==> src/rtl/frame_tick_scheduler.sv <==
// frame_tick_scheduler: divides clk down to a frame tick and
// drives NUM_CH independent every-N-frames go strobes.
module frame_tick_scheduler #(
  parameter int unsigned CLK_HZ     = 50_000_000,
  parameter int unsigned REFRESH_HZ = 60,
  parameter int unsigned NUM_CH     = 4,
  parameter int unsigned PER_W      = 4,
  parameter int unsigned FCNT_W     = 16
) (
  input  logic                    clk,
  input  logic                    reset,
  input  logic                    enable,
  input  logic [NUM_CH*PER_W-1:0] period,
  input  logic [NUM_CH-1:0]       restart,
  output logic                    refresh,
  output logic [NUM_CH-1:0]       go,
  output logic [FCNT_W-1:0]       frame_count
);

  localparam int unsigned DIV = CLK_HZ / REFRESH_HZ;
  localparam int unsigned DW  = (DIV > 1) ? $clog2(DIV) : 1;
  localparam logic [DW-1:0] DIV_LAST = DW'(DIV - 1);

  generate
    if (DIV < 2) begin : g_bad_div
      $error("frame_tick_scheduler: CLK_HZ/REFRESH_HZ must be >= 2");
    end
  endgenerate

  logic [DW-1:0] div_cnt;
  logic          tick;

  assign tick = enable && (div_cnt == '0);

  // Frame divider: counts down while enabled, reloads on tick.
  always_ff @(posedge clk or posedge reset) begin
    if (reset) begin
      div_cnt <= DIV_LAST;
      refresh <= 1'b0;
    end else begin
      refresh <= tick;
      if (tick)
        div_cnt <= DIV_LAST;
      else if (enable)
        div_cnt <= div_cnt - DW'(1);
    end
  end

  // Free-running frame counter, wraps silently.
  always_ff @(posedge clk or posedge reset) begin
    if (reset)
      frame_count <= '0;
    else if (tick)
      frame_count <= frame_count + FCNT_W'(1);
  end

  genvar i;
  generate
    for (i = 0; i < NUM_CH; i++) begin : g_ch
      logic [PER_W-1:0] per;
      logic [PER_W-1:0] reload;
      logic [PER_W-1:0] ch_cnt;

      assign per    = period[i*PER_W +: PER_W];
      assign reload = (per == '0) ? '0 : per - PER_W'(1);

      // Channel countdown: fires on count zero, restart forces resync.
      always_ff @(posedge clk or posedge reset) begin
        if (reset) begin
          ch_cnt <= '0;
          go[i]  <= 1'b0;
        end else if (restart[i]) begin
          ch_cnt <= '0;
          go[i]  <= 1'b0;
        end else if (tick && ch_cnt == '0) begin
          ch_cnt <= reload;
          go[i]  <= 1'b1;
        end else if (tick) begin
          ch_cnt <= ch_cnt - PER_W'(1);
          go[i]  <= 1'b0;
        end else begin
          go[i]  <= 1'b0;
        end
      end
    end
  endgenerate

endmodule

==> config.mk <==
export PLATFORM = sky130hd
export DESIGN_NAME = frame_tick_scheduler
export DESIGN_NICKNAME = d
export VERILOG_FILES = /design/src/rtl/frame_tick_scheduler.sv
export SDC_FILE = /design/constraint.sdc
export NUM_CORES = 1
export LEC_CHECK = 0
export CAP_MARGIN = 10
export CELL_PAD_IN_SITES_DETAIL_PLACEMENT = 1
export CELL_PAD_IN_SITES_GLOBAL_PLACEMENT = 1
export CORE_ASPECT_RATIO = 1.5
export CORE_MARGIN = 8
export CORE_UTILIZATION = 42
export CTS_CLUSTER_SIZE = 20
export DETAILED_ROUTE_END_ITERATION = 16
export GPL_TIMING_DRIVEN = 0
export PLACE_DENSITY = 0.85
export SLEW_MARGIN = 25
export SYNTH_ARGS = -nofsm -noshare
export SYNTH_HDL_FRONTEND = slang
export SYNTH_SLANG_ARGS = --single-unit
==> constraint.sdc <==
create_clock -name clk -period 2.6 [get_ports clk]
set_clock_uncertainty 0.2 [all_clocks]
set_input_delay 0.39 -clock clk [delete_from_list [all_inputs] [get_ports clk]]
set_output_delay 0.39 -clock clk [all_outputs]
set_load 0.005 [all_outputs]
==> metrics.md, run 1 <==
| Metric | Value |
|---|---|
| TritonCTS buffer count | 9 |
| Hold Path Class | in2reg |
| # diodes | 0 |
| Distinct cells, synth | 44 |
| DR DRC count | 0 |
| I/O Buffers | 42 |
| First-pass GRT wire length | 14.8 mm |
| Share of the synthesized area in the top cell type | 35.7% |
| CP endpoint kind | flip-flop |
| Fin crit share | 93.3% |
| Syn nets | 383 |
| Vias per cell | 5.48 |
| Setup violators final | 0 |
| Initial core utilization | 42.9% |
| Clock transition at the registers of the reported paths | 50 ps |
| Measured slew at the worst slew-check pin | 640 ps |
| Synth Flop Type | dfrtp_1 |
| Number of placed I/O pins | 44 |
| Power per cell area | 702 mW/mm^2 |
| HPWL Detailed | 6.39 mm |
| Post-CTS Hold Fix Bufs | 0 |
| Final Core Density | 54.3% |
| Routed WL per cell | 17.4 um |
| Pin count of the biggest net entering global routing | 46 |
| RSZ-0062 raised after global routing | false |
| Vias in the first global route | 3,128 |
| Total core area | 0.00751 mm^2 |
| Syn Inst Count | 341 |
| Max Root-Sink Buffers | 2 |
| Clk_lat worst skew | 330 ps |
| Vias | 2,753 |
| Sequential area share after synthesis | 44.7% |
| Post-Route WL | 8.73 mm |
| CTS root buf | clkbuf_16 |
| Dominant cells by area after synthesis | dfrtp_1, dfstp_2, ha_1 |
| Commonest cells post-synth | dfrtp_1, nor2_1, nand2_1, inv_1, nor3_1 |
| Asr flop ratio synth | 100% |
| Max-Cap Viols | 0 |
| Smallest hold slack | 124 ps |
| Final Max Slew Viols | 0 |
| Mapped Area | 0.00322 mm^2 |
| Die W | 87.5 um |
| Num rows | 39 |
| Final global-route overflow total | 0 |
| Status | finished clean |
| Final min period | 2420 ps |
| Fmax | 0.412 GHz |
| Startpoint Class | flip-flop |
| Die Y | 123 um |
| Fin. Hold Viols | 0 |
| #FFs+latches synth | 57 |
| Fillcell total | 882 |
| Clock sinks | 57 |
| 1st-iter DRT viols | 65 |
| Worst reg2reg setup slack | 180 ps |
| Post-synth top area cell | dfrtp_1 |
| Kind of critical path | reg2reg |
| Ys Warns | 0 |
| Max IR drop VDD | 0.000418 V |
| Post-DRT Antenna Nets | 0 |
| Required @ worst endpoint | 2600 ps |
| Total track usage | 17.8% |
| CTS tree | built |
| Relative slew slack | 56.8% |
| GP Congestion | 0.820 |
| Fin nets | 437 |
| EDFF count, synth | 0 |
| Share of cells above drive strength 1 | 9.00% |
| Dpl ws | 49.8 ps |
| Most frequent cell after synthesis | dfrtp_1 |
| Die ar. | 0.0108 mm^2 |
| Leak Pwr | 1.81 nW |
| 1st-pass router iterations | 4 |
| Final worst slack | 175 ps |
| Worst-path fanout max | 10 |
| Initial antenna violation count | 0 |
| Critical path data arrival time | 2420 ps |
| CTS H-tree depth | 3 |
| Syn_area_per_cell | 9.45 um^2 |
| Area delta synth->final | 26.6% |
==> report_power, final <==
group | switching [mW] | internal, mW
combinational | 0.273 | 0.251
sequential | 0.177 | 1.08
clock | 0.386 | 0.697
total | 0.836 | 2.03
==> cells in the final DEF, fill, tap and decap left out, drive strengths merged, types with 6 or more instances in the layout <==
cell type      count
a21oi             16
buf                6
clkbuf            19
clkdlybuf4s50     42
dfrtp             46
dfstp             11
ha                19
inv               28
nand2             30
nand3             12
nand4              6
nor2              31
nor3              27
nor3b              7
o21ai             12
o22ai              8
xnor2             21
xor2              10
==> path summary, 6_finish.rpt <==
check / to / from / depth (start not counted)
setup / recovery: div_cnt[1] / div_cnt[11] / 9
max in group asynchronous: div_cnt[18] / reset / 3
setup reg to reg: div_cnt[1] / div_cnt[11] / 9
hold reg to reg: frame_count[15] / frame_count[15] / 1
hold / removal: div_cnt[0] / enable / 2
min in group asynchronous: frame_count[11] / reset / 2
==> per-stage QoR <==
stage / instance area, um^2 / TNS, ps / instances / power [mW]
final: 4080 / 0 / 502 / 2.86
after global routing: 4080 / 0 / 502 / 3.00
after CTS: 4070 / 0 / 502 / 2.88
after detailed placement: 3800 / 0 / 486 / 1.78
after global placement: 3770 / -20650 / 485 / 1.73
after floorplan: 3220 / 0 / 341 / 1.59
==> what timing repair did <==
| item | in CTS | in global routing |
|---|---|---|
| gates resized for setup | 0 | 2 |
| setup endpoints to repair | 0 | 9 |
| setup buffers | 0 | 0 |
==> final cells by class <==
type / instances / area (um^2) / share of cell area [%]
Sequential cell: 57 / 1440 / 35.3
Timing Repair Buffer: 43 / 448 / 11.0
Multi-Input combinational cell: 248 / 1640 / 40.1
Inverter: 28 / 108 / 2.64
Tap cell: 102 / 128 / 3.13
Clock buffer: 16 / 272 / 6.66
Buffer: 8 / 48.8 / 1.20
==> per-layer routing <==
metal / vias up / global-route usage [%] / wire length (um)
met3: 12 / 3.86 / 307
met4: 0 / 8.32 / 168
met2: 52 / 34.6 / 5010
met1: 1385 / 17.0 / 3240
met5: - / 0 / 0
li1: 1304 / - / -
==> flip-flops by register name (all words and copies together) (netlist names) <==
| signal | count |
|---|---|
| div_cnt | 20 |
| frame_count | 16 |
| g_ch.ch_cnt | 16 |
| go | 4 |
| refresh | 1 |
==> cell families after synthesis <==
logic type / after synthesis / synth area share [%]
buf+inv: 36 / 4.74
flops: 57 / 44.7
simple gates: 143 / 23.9
compound gates: 51 / 9.59
xor+xnor: 31 / 8.43
fa+ha+maj: 19 / 7.38
mux: 4 / 1.24
==> critical path: stages, from the launching register on <==
cell     delay, ps
dfrtp_1        420
nor4_4         380
and4_1         240
buf_4          140
nand3_1         90
buf_2          230
inv_2           80
buf_6          140
buf_2          240
o22ai_1        130
Power figures use the tool's default switching activity.
==> run 2, diff against run 1 <==
--- a/config.mk
+++ b/config.mk
@@ -15,6 +15,7 @@
 export DETAILED_ROUTE_END_ITERATION = 16
 export GPL_TIMING_DRIVEN = 0
 export PLACE_DENSITY = 0.85
+export RECOVER_POWER = 100
 export SLEW_MARGIN = 25
 export SYNTH_ARGS = -nofsm -noshare
 export SYNTH_HDL_FRONTEND = slang
==> run 2 against run 1 <==
Compared with the run above: first-iteration DRC count grew 14%; utilization shrank 0.32 points; sequential power is essentially flat; critical path depth shrank 2; sequential cell count is the same; highest routed layer unchanged.
==> metrics.md, run 2 (synthesis results as in run 1) <==
| Metric | Value |
|---|---|
| Hold Crit Endpoint | div_cnt[0] |
| Required @ worst endpoint | 2610 ps |
| Final Core Density | 54.0% |
| Fin nets | 437 |
| CTS H-tree depth | 3 |
| Crit Reg-Reg Startpoint | div_cnt[11] |
| Fin crit share | 93.4% |
| Reg power frac | 43.9% |
| Dpl ws | 49.8 ps |
| Max reg flops | 20 |
| Initial core utilization | 42.9% |
| Worst-path fanout max | 10 |
| Post-Place Cells | 486 |
| Fin. Hold Viols | 0 |
| DR DRC count | 0 |
| Internal power | 2.02 mW |
| Sw Ratio | 29.4% |
| Beginning of the worst hold path | enable |
| Final total power | 2.86 mW |
| Startpoint Class | flip-flop |
| Clock sinks | 57 |
| Die ar. | 0.0108 mm^2 |
| Delay of the slowest critical-path stage | 420 ps |
| CP endpoint kind | flip-flop |
| I/O Buffers | 42 |
| Most common cell after layout, fill and taps aside | dfrtp_1 |
| Final Cell Area | 0.00406 mm^2 |
| # diodes | 0 |
| Critical path data arrival time | 2440 ps |
| Power per cell area | 704 mW/mm^2 |
| Total core area | 0.00751 mm^2 |
| Number of placed I/O pins | 44 |
| Max-Cap Viols | 0 |
| Post-cts gate resize count | 0 |
| CP max-delay cell | dfrtp_1 |
| Post-Route WL | 8.74 mm |
| Max Root-Sink Buffers | 2 |
| Total track usage | 17.8% |
| Vias | 2,745 |
| Placed Area | 0.00380 mm^2 |
| Clock transition at the registers of the reported paths | 50 ps |
| Initial antenna violation count | 0 |
| Worst reg2reg setup slack | 170 ps |
| Fillcell total | 885 |
| Final min period | 2430 ps |
| Post-DRT Antenna Nets | 0 |
| 1st-pass router iterations | 4 |
| Post-CTS Hold Fix Bufs | 0 |
| Largest Register | div_cnt |
| CTS root buf | clkbuf_16 |
| Hold Path Class | in2reg |
| Routed WL per cell | 17.4 um |
| Kind of critical path | reg2reg |
| Post-route insts no fill | 502 |
| Share of cells above drive strength 1 | 8.75% |
| Final Max Slew Viols | 0 |
| Clk_lat worst skew | 330 ps |
| Leak Pwr | 1.85 nW |
| Die W | 87.5 um |
| Fmax | 0.412 GHz |
| Commonest non-fill, non-tap cells in the layout | dfrtp_1, nor2_1, nand2_1 |
| Setup violators final | 0 |
| Status | finished clean |
| 1st-iter DRT viols | 74 |
| Final global-route overflow total | 0 |
| Pin count of the biggest net entering global routing | 46 |
| Vias in the first global route | 3,128 |
| TritonCTS buffer count | 9 |
| Vias per cell | 5.47 |
| Reg2Reg Depth | 7 |
| Max IR drop VDD | 0.000418 V |
| Crit path cell chain | nor4_4 -> and4_1 -> buf_4 -> nand3_1 -> buf_2 -> clkbuf_2 -> nor3_1 |
| Relative slew slack | 24.1% |
| Measured slew at the worst slew-check pin | 1140 ps |
| Clock Power Share | 38.1% |
| Hold Crit Depth | 2 |
| Final worst slack | 171 ps |
| Smallest hold slack | 123 ps |
| Biggest regs | div_cnt: 20 flops, frame_count: 16 flops, g_ch.ch_cnt: 16 flops |
| Setup TNS | 0 ps |
| HPWL Detailed | 6.39 mm |
| RSZ-0062 raised after global routing | false |
| First-pass GRT wire length | 14.8 mm |
| Sw Pwr | 839 uW |
| Area delta synth->final | 25.9% |
| Post-CTS setup buffer count | 0 |
| Die Y | 123 um |
| Num rows | 39 |
| R2r endpoint | go[2] |
| GP Congestion | 0.820 |
| Comb power frac | 18.1% |
| CTS tree | built |
run 2: changes by cell type in the layout (fill, tap and decap cells not counted):
| cell | previous run | this run |
|---|---|---|
| buf_16 | 1 | 0 |
| clkbuf_2 | 1 | 2 |
| clkdlybuf4s50_1 | 42 | 20 |
| clkinvlp_2 | 0 | 1 |
| dfstp_1 | 0 | 1 |
| dfstp_2 | 11 | 10 |
| dlygate4sd3_1 | 0 | 22 |
| inv_4 | 1 | 0 |
run 2: area by class of cell:
cell class | count | area (um^2) | share of cell area (%)
multi-input cells | 248 | 1640 | 40.3
plain buffers | 8 | 48.8 | 1.20
inverters | 28 | 106 | 2.62
clock buffers | 16 | 272 | 6.70
repair buffers | 43 | 425 | 10.5
flip-flops and latches | 57 | 1440 | 35.5
well taps | 102 | 128 | 3.15
run 2: routing by layer:
metal / vias up / GRT usage, % / routed length [um]
met5: - / 0 / 0
met4: 0 / 8.32 / 185
met3: 14 / 3.86 / 285
met2: 48 / 34.6 / 5000
met1: 1377 / 17.0 / 3270
li1: 1306 / - / -
run 2: power groups by stage:
| stage | Clock [mW] | Combinational (mW) | Sequential, mW |
|---|---|---|---|
| 2_1_floorplan | 0 | 0.365 | 1.23 |
| 3_3_place_gp | 0 | 0.480 | 1.25 |
| 3_5_place_dp | 0 | 0.516 | 1.27 |
| 4_1_cts | 1.10 | 0.524 | 1.26 |
| 5_1_grt | 1.14 | 0.579 | 1.27 |
| 6_report | 1.09 | 0.516 | 1.25 |
run 2: critical path: cells and delay by family, from the launching register on:
kind / cells / cell delay [ps]
and+or+nand+nor: 4 / 1060
DFF: 1 / 420
buffers and inverters: 3 / 620
run 2: worst max path at each step:
stage,start,end,slack (ps),cells after the start
global placement,reset,g_ch[3].ch_cnt[2],-450,2
finish,div_cnt[11],go[2],170,7
global route,div_cnt[11],frame_count[4],10,5
floorplan,enable,div_cnt[7],520,7
detailed placement,div_cnt[11],frame_count[4],50,5
CTS,div_cnt[11],frame_count[4],20,5
